$ cat src/rtl/i_mem_loader_if.sv
// Byte-stream input and instruction-memory write port of the instruction memory loader.
// master: byte source / memory side; slave: the loader.
interface i_mem_loader_if #(
  parameter int unsigned ISIZE     = 16,
  parameter int unsigned MEM_SPACE = 8
);
  logic [7:0]           byte_in;
  logic                 byte_valid;
  logic                 byte_last;
  logic                 byte_ready;
  logic                 wr_en;
  logic [MEM_SPACE-1:0] wr_addr;
  logic [ISIZE-1:0]     wr_data;

  modport master (
    output byte_in, byte_valid, byte_last,
    input  byte_ready, wr_en, wr_addr, wr_data
  );

  modport slave (
    input  byte_in, byte_valid, byte_last,
    output byte_ready, wr_en, wr_addr, wr_data
  );
endinterface

$ cat src/rtl/i_mem_loader.sv
// Packs a big-endian byte stream into instructions, writes them from address 0,
// zero-fills the rest of the memory and then releases the core.
module i_mem_loader #(
  parameter int unsigned ISIZE     = 16,
  parameter int unsigned MEM_SPACE = 8
) (
  input  logic                 clk,
  input  logic                 rst,
  input  logic                 start,
  i_mem_loader_if.slave        bus,
  output logic                 cpu_hold,
  output logic                 load_done,
  output logic [MEM_SPACE:0]   word_count,
  output logic                 err_odd,
  output logic                 err_ovf
);

  localparam logic [MEM_SPACE-1:0] ADDR_MAX = '1;

  typedef enum logic [2:0] {
    IDLE = 3'd0,
    HI   = 3'd1,
    LO   = 3'd2,
    WR   = 3'd3,
    FILL = 3'd4,
    DONE = 3'd5
  } state_t;

  state_t               state, state_n;
  logic [MEM_SPACE-1:0] addr, addr_n;
  logic [7:0]           data_hi;
  logic                 last_q;
  logic                 byte_ready_q;
  logic                 wr_en_q;
  logic [ISIZE-1:0]     wr_data_q;
  logic                 xfer;
  logic                 addr_full;
  logic                 start_ok;

  assign bus.byte_ready = byte_ready_q;
  assign bus.wr_en      = wr_en_q;
  assign bus.wr_addr    = addr;
  assign bus.wr_data    = wr_data_q;

  // Next state and next write address; the address only advances when leaving WR or per FILL write.
  always_comb begin
    state_n   = state;
    addr_n    = addr;
    xfer      = bus.byte_valid && byte_ready_q;
    addr_full = (addr == ADDR_MAX);
    start_ok  = start && ((state == IDLE) || (state == DONE));
    case (state)
      IDLE, DONE: begin
        if (start) begin
          state_n = HI;
          addr_n  = '0;
        end
      end
      HI: begin
        if (xfer) state_n = bus.byte_last ? FILL : LO;
      end
      LO: begin
        if (xfer) state_n = WR;
      end
      WR: begin
        if (addr_full) begin
          state_n = DONE;
        end else begin
          addr_n  = addr + MEM_SPACE'(1);
          state_n = last_q ? FILL : HI;
        end
      end
      FILL: begin
        if (addr_full) state_n = DONE;
        else           addr_n  = addr + MEM_SPACE'(1);
      end
      default: state_n = IDLE;
    endcase
  end

  // State, datapath and all outputs registered; handshake/strobe outputs follow the next state.
  always_ff @(posedge clk or negedge rst) begin
    if (!rst) begin
      state        <= IDLE;
      addr         <= '0;
      data_hi      <= '0;
      last_q       <= 1'b0;
      byte_ready_q <= 1'b0;
      wr_en_q      <= 1'b0;
      wr_data_q    <= '0;
      cpu_hold     <= 1'b1;
      load_done    <= 1'b0;
      word_count   <= '0;
      err_odd      <= 1'b0;
      err_ovf      <= 1'b0;
    end else begin
      state        <= state_n;
      addr         <= addr_n;
      byte_ready_q <= (state_n == HI) || (state_n == LO);
      wr_en_q      <= (state_n == WR) || (state_n == FILL);
      cpu_hold     <= (state_n != DONE);
      load_done    <= (state_n == DONE);
      wr_data_q    <= ((state == LO) && xfer) ? ISIZE'({data_hi, bus.byte_in}) : '0;

      if ((state == HI) && xfer) data_hi <= bus.byte_in;
      if ((state == LO) && xfer) last_q  <= bus.byte_last;

      if (start_ok) begin
        word_count <= '0;
        err_odd    <= 1'b0;
        err_ovf    <= 1'b0;
      end
      if (state == WR) word_count <= word_count + (MEM_SPACE + 1)'(1);
      if ((state == HI) && xfer && bus.byte_last) err_odd <= 1'b1;
      // Filling the last location without seeing byte_last means the image did not fit.
      if ((state == WR) && addr_full && !last_q) err_ovf <= 1'b1;
    end
  end

endmodule

$ cat src/flat_wrapper.sv
// flat-port wrapper written by rule: the top's interface ports become plain ports
module i_mem_loader_flat 
#(
  parameter int unsigned ISIZE     = 16,
  parameter int unsigned MEM_SPACE = 8
)
  (clk, rst, start, cpu_hold, load_done, word_count, err_odd, err_ovf, bus_byte_in, bus_byte_valid, bus_byte_last, bus_byte_ready, bus_wr_en, bus_wr_addr, bus_wr_data);
  i_mem_loader_if #(.ISIZE(ISIZE), .MEM_SPACE(MEM_SPACE)) bus_i ();
  input  logic clk;
  input  logic rst;
  input  logic start;
  output logic cpu_hold;
  output logic load_done;
  output logic [MEM_SPACE:0] word_count;
  output logic err_odd;
  output logic err_ovf;
  input wire logic [$bits(bus_i.byte_in)-1:0] bus_byte_in;
  input wire logic [$bits(bus_i.byte_valid)-1:0] bus_byte_valid;
  input wire logic [$bits(bus_i.byte_last)-1:0] bus_byte_last;
  output wire logic [$bits(bus_i.byte_ready)-1:0] bus_byte_ready;
  output wire logic [$bits(bus_i.wr_en)-1:0] bus_wr_en;
  output wire logic [$bits(bus_i.wr_addr)-1:0] bus_wr_addr;
  output wire logic [$bits(bus_i.wr_data)-1:0] bus_wr_data;
  assign bus_i.byte_in = bus_byte_in;
  assign bus_i.byte_valid = bus_byte_valid;
  assign bus_i.byte_last = bus_byte_last;
  assign bus_byte_ready = bus_i.byte_ready;
  assign bus_wr_en = bus_i.wr_en;
  assign bus_wr_addr = bus_i.wr_addr;
  assign bus_wr_data = bus_i.wr_data;
  i_mem_loader #(.ISIZE(ISIZE), .MEM_SPACE(MEM_SPACE)) u_core (.clk(clk), .rst(rst), .start(start), .bus(bus_i), .cpu_hold(cpu_hold), .load_done(load_done), .word_count(word_count), .err_odd(err_odd), .err_ovf(err_ovf));
endmodule
$ cat config.mk
export PLATFORM = sky130hd
export DESIGN_NAME = i_mem_loader_flat
export DESIGN_NICKNAME = d
export VERILOG_FILES = /design/src/rtl/i_mem_loader_if.sv /design/src/rtl/i_mem_loader.sv /design/src/flat_wrapper.sv
export SDC_FILE = /design/constraint.sdc
export NUM_CORES = 1
export LEC_CHECK = 0
export BUFFER_PORTS_ARGS = -buffer_cell sky130_fd_sc_hd__buf_2
export CAP_MARGIN = 0
export CORE_MARGIN = 4
export CORE_UTILIZATION = 59
export CTS_BUF_LIST = sky130_fd_sc_hd__clkbuf_8
export DETAILED_ROUTE_END_ITERATION = 16
export PLACE_DENSITY_LB_ADDON = 0.1
export SLEW_MARGIN = 40
export SYNTH_ARGS = -nofsm -noshare
export SYNTH_HDL_FRONTEND = slang
export SYNTH_SLANG_ARGS = --single-unit
$ cat constraint.sdc
create_clock -name clk -period 2.5 [get_ports clk]
set_input_delay 0.125 -clock clk [delete_from_list [all_inputs] [get_ports clk]]
set_output_delay 0.125 -clock clk [all_outputs]
set_load 0.005 [all_outputs]
==> results.md <==
* First-pass GRT wire length at around 6.9 mm
* Htree depth at 2
* Setup Buffers After CTS at 0
* Final setup fails at 0
* Adder-Cell Fraction of Synth Area at 0.0116
* Fmax achieved at 527 MHz
* Crit-path max FO at 14
* Worst Slack Setup Final at roughly 0.60 ns
* Worst Skew at approximately 0.0097 ns
* Die X at 68.6 um
* Fill cells at around 250
* Max clock buf depth at 2
* Synth Area in XOR/XNOR at 0.00405
* FP Rows at 21
* Layout cell share with drive strength beyond 1 at 0.321
* Max IR drop VDD at around 0.00059 V
* Syn Inst Count at 186
* # IOs at between 50 and 60
* Fin. max-slew vios at 0
* Seq cells post-synth at between 50 and 60
* Top FF cell, synth: dfrtp_1
* Final hold violations at 0
* DP HPWL at 3.03 mm
* Pre-CTS setup slack at between 0.4 and 0.5 ns
* Post-synthesis simple-gate area fraction at 0.196
* Synthesized Nets at ~200
* Synth Cell Area at 2160 um^2
* Post-route clock period utilization at 0.759
* Slowest Stage Delay on Critical Path at approximately 0.53 ns
* Unrepaired setup endpoints after global routing: false
* Remaining Overflow, GRT at 0
* Setup TNS at 0 ns
* Clock root cell: clkbuf_8
* Vias per cell at ~5.5
* Initial core utilization at 0.628
* Asr flop ratio synth at 1.00
* Synth Area per Inst at roughly 12 um^2
* Initial antenna violation count at 0
* Reg clk slew, reported paths at roughly 0.09 ns
* Worst-margin pin slew at a little over 0.6 ns
* Drt pass-1 iters at 4
* Delay-heaviest family, CP: simple AND/OR/NAND/NOR gates
* Die extent in y at approximately 69 um
* WS Path Type: register to register
* Worst skew pair latency at 0.30 ns
* Worst Path Buf+Inv at 0
* Gp weighted congestion at 0.849
* Synth Area in Compound Gates at 0.105
* TritonCTS buffer count at 5
* Critical-path top delay cell: dfrtp_1
* Worst setup EP type: register
* Initial DRC count at roughly 130
* Worst Setup Start Kind: register
* CP Cell Sequence: and3b_1 > o22ai_2 > or4b_1 > nand2_1
* CTS tree: yes
* Multiplexer area fraction after synthesis at 0.0607
* Power Density at around 950 nW/um^2
* Final wirelength at 4.33 mm
* CP arrival at between 2 and 2.5 ns
* Vias at approximately 1600
* Max-slew headroom at 0.588
* Status: finished, final reports clean
* Area Overhead vs Synth at 19.6%
* Nets at between 200 and 300
* Worst Path Required at 2.74 ns
* Final ANT Viol Nets at 0
* Leak pwr at 0.00138 uW
* Yosys cell types at 42
* Core area at between 3000 and 4000 um^2
* Number of synthesized flops with an enable pin at 0
* DRC Markers at 0
* Routed len/inst at around 15 um
* GRT Total Usage at 0.202
* Share of the yosys chip area belonging to registers at 0.591
* Synth warnings at 0
* Max_cap viols at 0
* Area of the die at around 4700 um^2
* Worst hold path class: input port to register
* Largest family of logic cells by synthesized area: simple AND/OR/NAND/NOR gates
* Number of global-route vias before repair at approximately 1500
* Total clock sinks at 51
* Inserted Diodes at 0
* Port buffer count at 51
* Final min period at ~1.9 ns
* Largest net degree at the start of global routing at between 50 and 60
==> what timing repair did <==
item                                   CTS  global route
endpoints found under the hold margin   50             0
hold buffers                             1             0
resized for setup                        0             0
==> Yosys cell counts (2+ instances only) <==
cell type  number  area (um^2)
dfrtp_1        50         1250
and2_1         16          100
nand2_1        16         60.1
nand3_1        10         50.1
mux2_2          9          101
o21ai_0         7         35.0
and3_1          6         37.5
nor2_1          6         22.5
a21oi_1         5         25.0
inv_1           5         18.8
o211ai_1        5         37.5
buf_2           4         20.0
nand4_1         4         25.0
or4_1           4         30.0
mux2i_1         3         30.0
a21o_1          2         15.0
a22o_1          2         17.5
a31oi_1         2         12.5
and3b_1         2         17.5
buf_6           2         22.5
clkbuf_1        2         7.51
ha_1            2         25.0
nand3b_1        2         15.0
nor3b_1         2         15.0
==> through the flow <==
stage / hold slack [ns] / instances / area [um^2] / utilization / power [uW]
after detailed placement: 0.180 / 277 / 2450 / 0.712 / 1870
final: 0.0347 / 286 / 2590 / 0.752 / 2450
after global routing: 0.0339 / 286 / 2590 / 0.752 / 2610
after floorplan: -0.171 / 186 / 2160 / - / 1640
after global placement: 0.346 / 277 / 2450 / 0.711 / 1810
after CTS: 0.0338 / 286 / 2580 / 0.750 / 2460
==> area by class of cell <==
cell class / instances / area, um^2 / area share
flip-flops and latches: 51 / 1280 / 0.494
multi-input cells: 122 / 830 / 0.321
repair buffers: 54 / 283 / 0.109
clock buffers: 6 / 82.6 / 0.0319
well taps: 46 / 57.6 / 0.0222
clock inverters: 2 / 38.8 / 0.0150
inverters: 5 / 18.8 / 0.00725
==> worst reg2reg max path, cell delays in order (launching register included) <==
cell	delay [ns]
dfrtp_1	0.53
and3b_1	0.46
o22ai_2	0.25
or4b_1	0.52
nand2_1	0.08
==> layer usage <==
layer	track usage	part of all wire	vias to the layer above
li1	-	-	767
met3	0.0502	0.057	8
met5	0	0	-
met4	0.0645	0.015	0
met1	0.265	0.43	753
met2	0.329	0.49	50
==> power by group <==
part	switching, uW	leakage, uW	internal, uW	total, uW
Clock	266	0.0000618	329	595
Sequential	152	0.000681	1000	1160
Combinational	361	0.000633	340	701
Total	780	0.00138	1670	2450
==> final timing paths <==
kind / startpoint / end / slack [ns] / depth (start not counted)
min in group asynchronous: rst / u_core.bus.wr_data[11] / 0.38 / 2
setup reg to reg: u_core.state[0] / u_core.bus.wr_addr[5] / 0.60 / 4
max in group asynchronous: rst / u_core.bus.wr_addr[3] / 1.71 / 2
hold reg to reg: u_core.data_hi[7] / u_core.bus.wr_data[15] / 0.49 / 1
hold / removal: bus_byte_in[2] / u_core.bus.wr_data[2] / 0.03 / 2
setup / recovery: u_core.state[0] / u_core.bus.wr_addr[5] / 0.60 / 4
==> registers in the layout (all words and copies together) (netlist names) <==
register / cells
u_core.err_ovf: 1
u_core.state: 3
u_core.bus.wr_data: 16
u_core.word_count: 9
u_core.data_hi: 8
u_core.last_q: 1
u_core.cpu_hold: 1
u_core.load_done: 1
u_core.bus.wr_addr: 8
u_core.err_odd: 1
u_core.bus.byte_ready: 1
u_core.bus.wr_en: 1
==> logic make-up (layout without fill, tap and decap cells) <==
family | count (synthesis) | in the layout
AOI/OAI and AO/OA | 33 | 33
xor gates and xnor gates | 1 | 1
adders and majority gates | 2 | 2
buffers and inverters | 13 | 67
DFF | 51 | 51
muxes | 12 | 12
and+or+nand+nor | 74 | 74
==> placed cells by master (no fill, tap or decap), types with 4 or more instances in the layout <==
cell type and n:
a21oi_1 5, and2_1 16, and3_1 6, buf_2 50, clkbuf_8 6, dfrtp_1 50, inv_1 5, mux2_2 9
nand2_1 16, nand3_1 10, nand4_1 4, nor2_1 6, o211ai_1 5, o21ai_0 7, or4_1 4
Note: power is estimated with default switching activity, not from simulation.
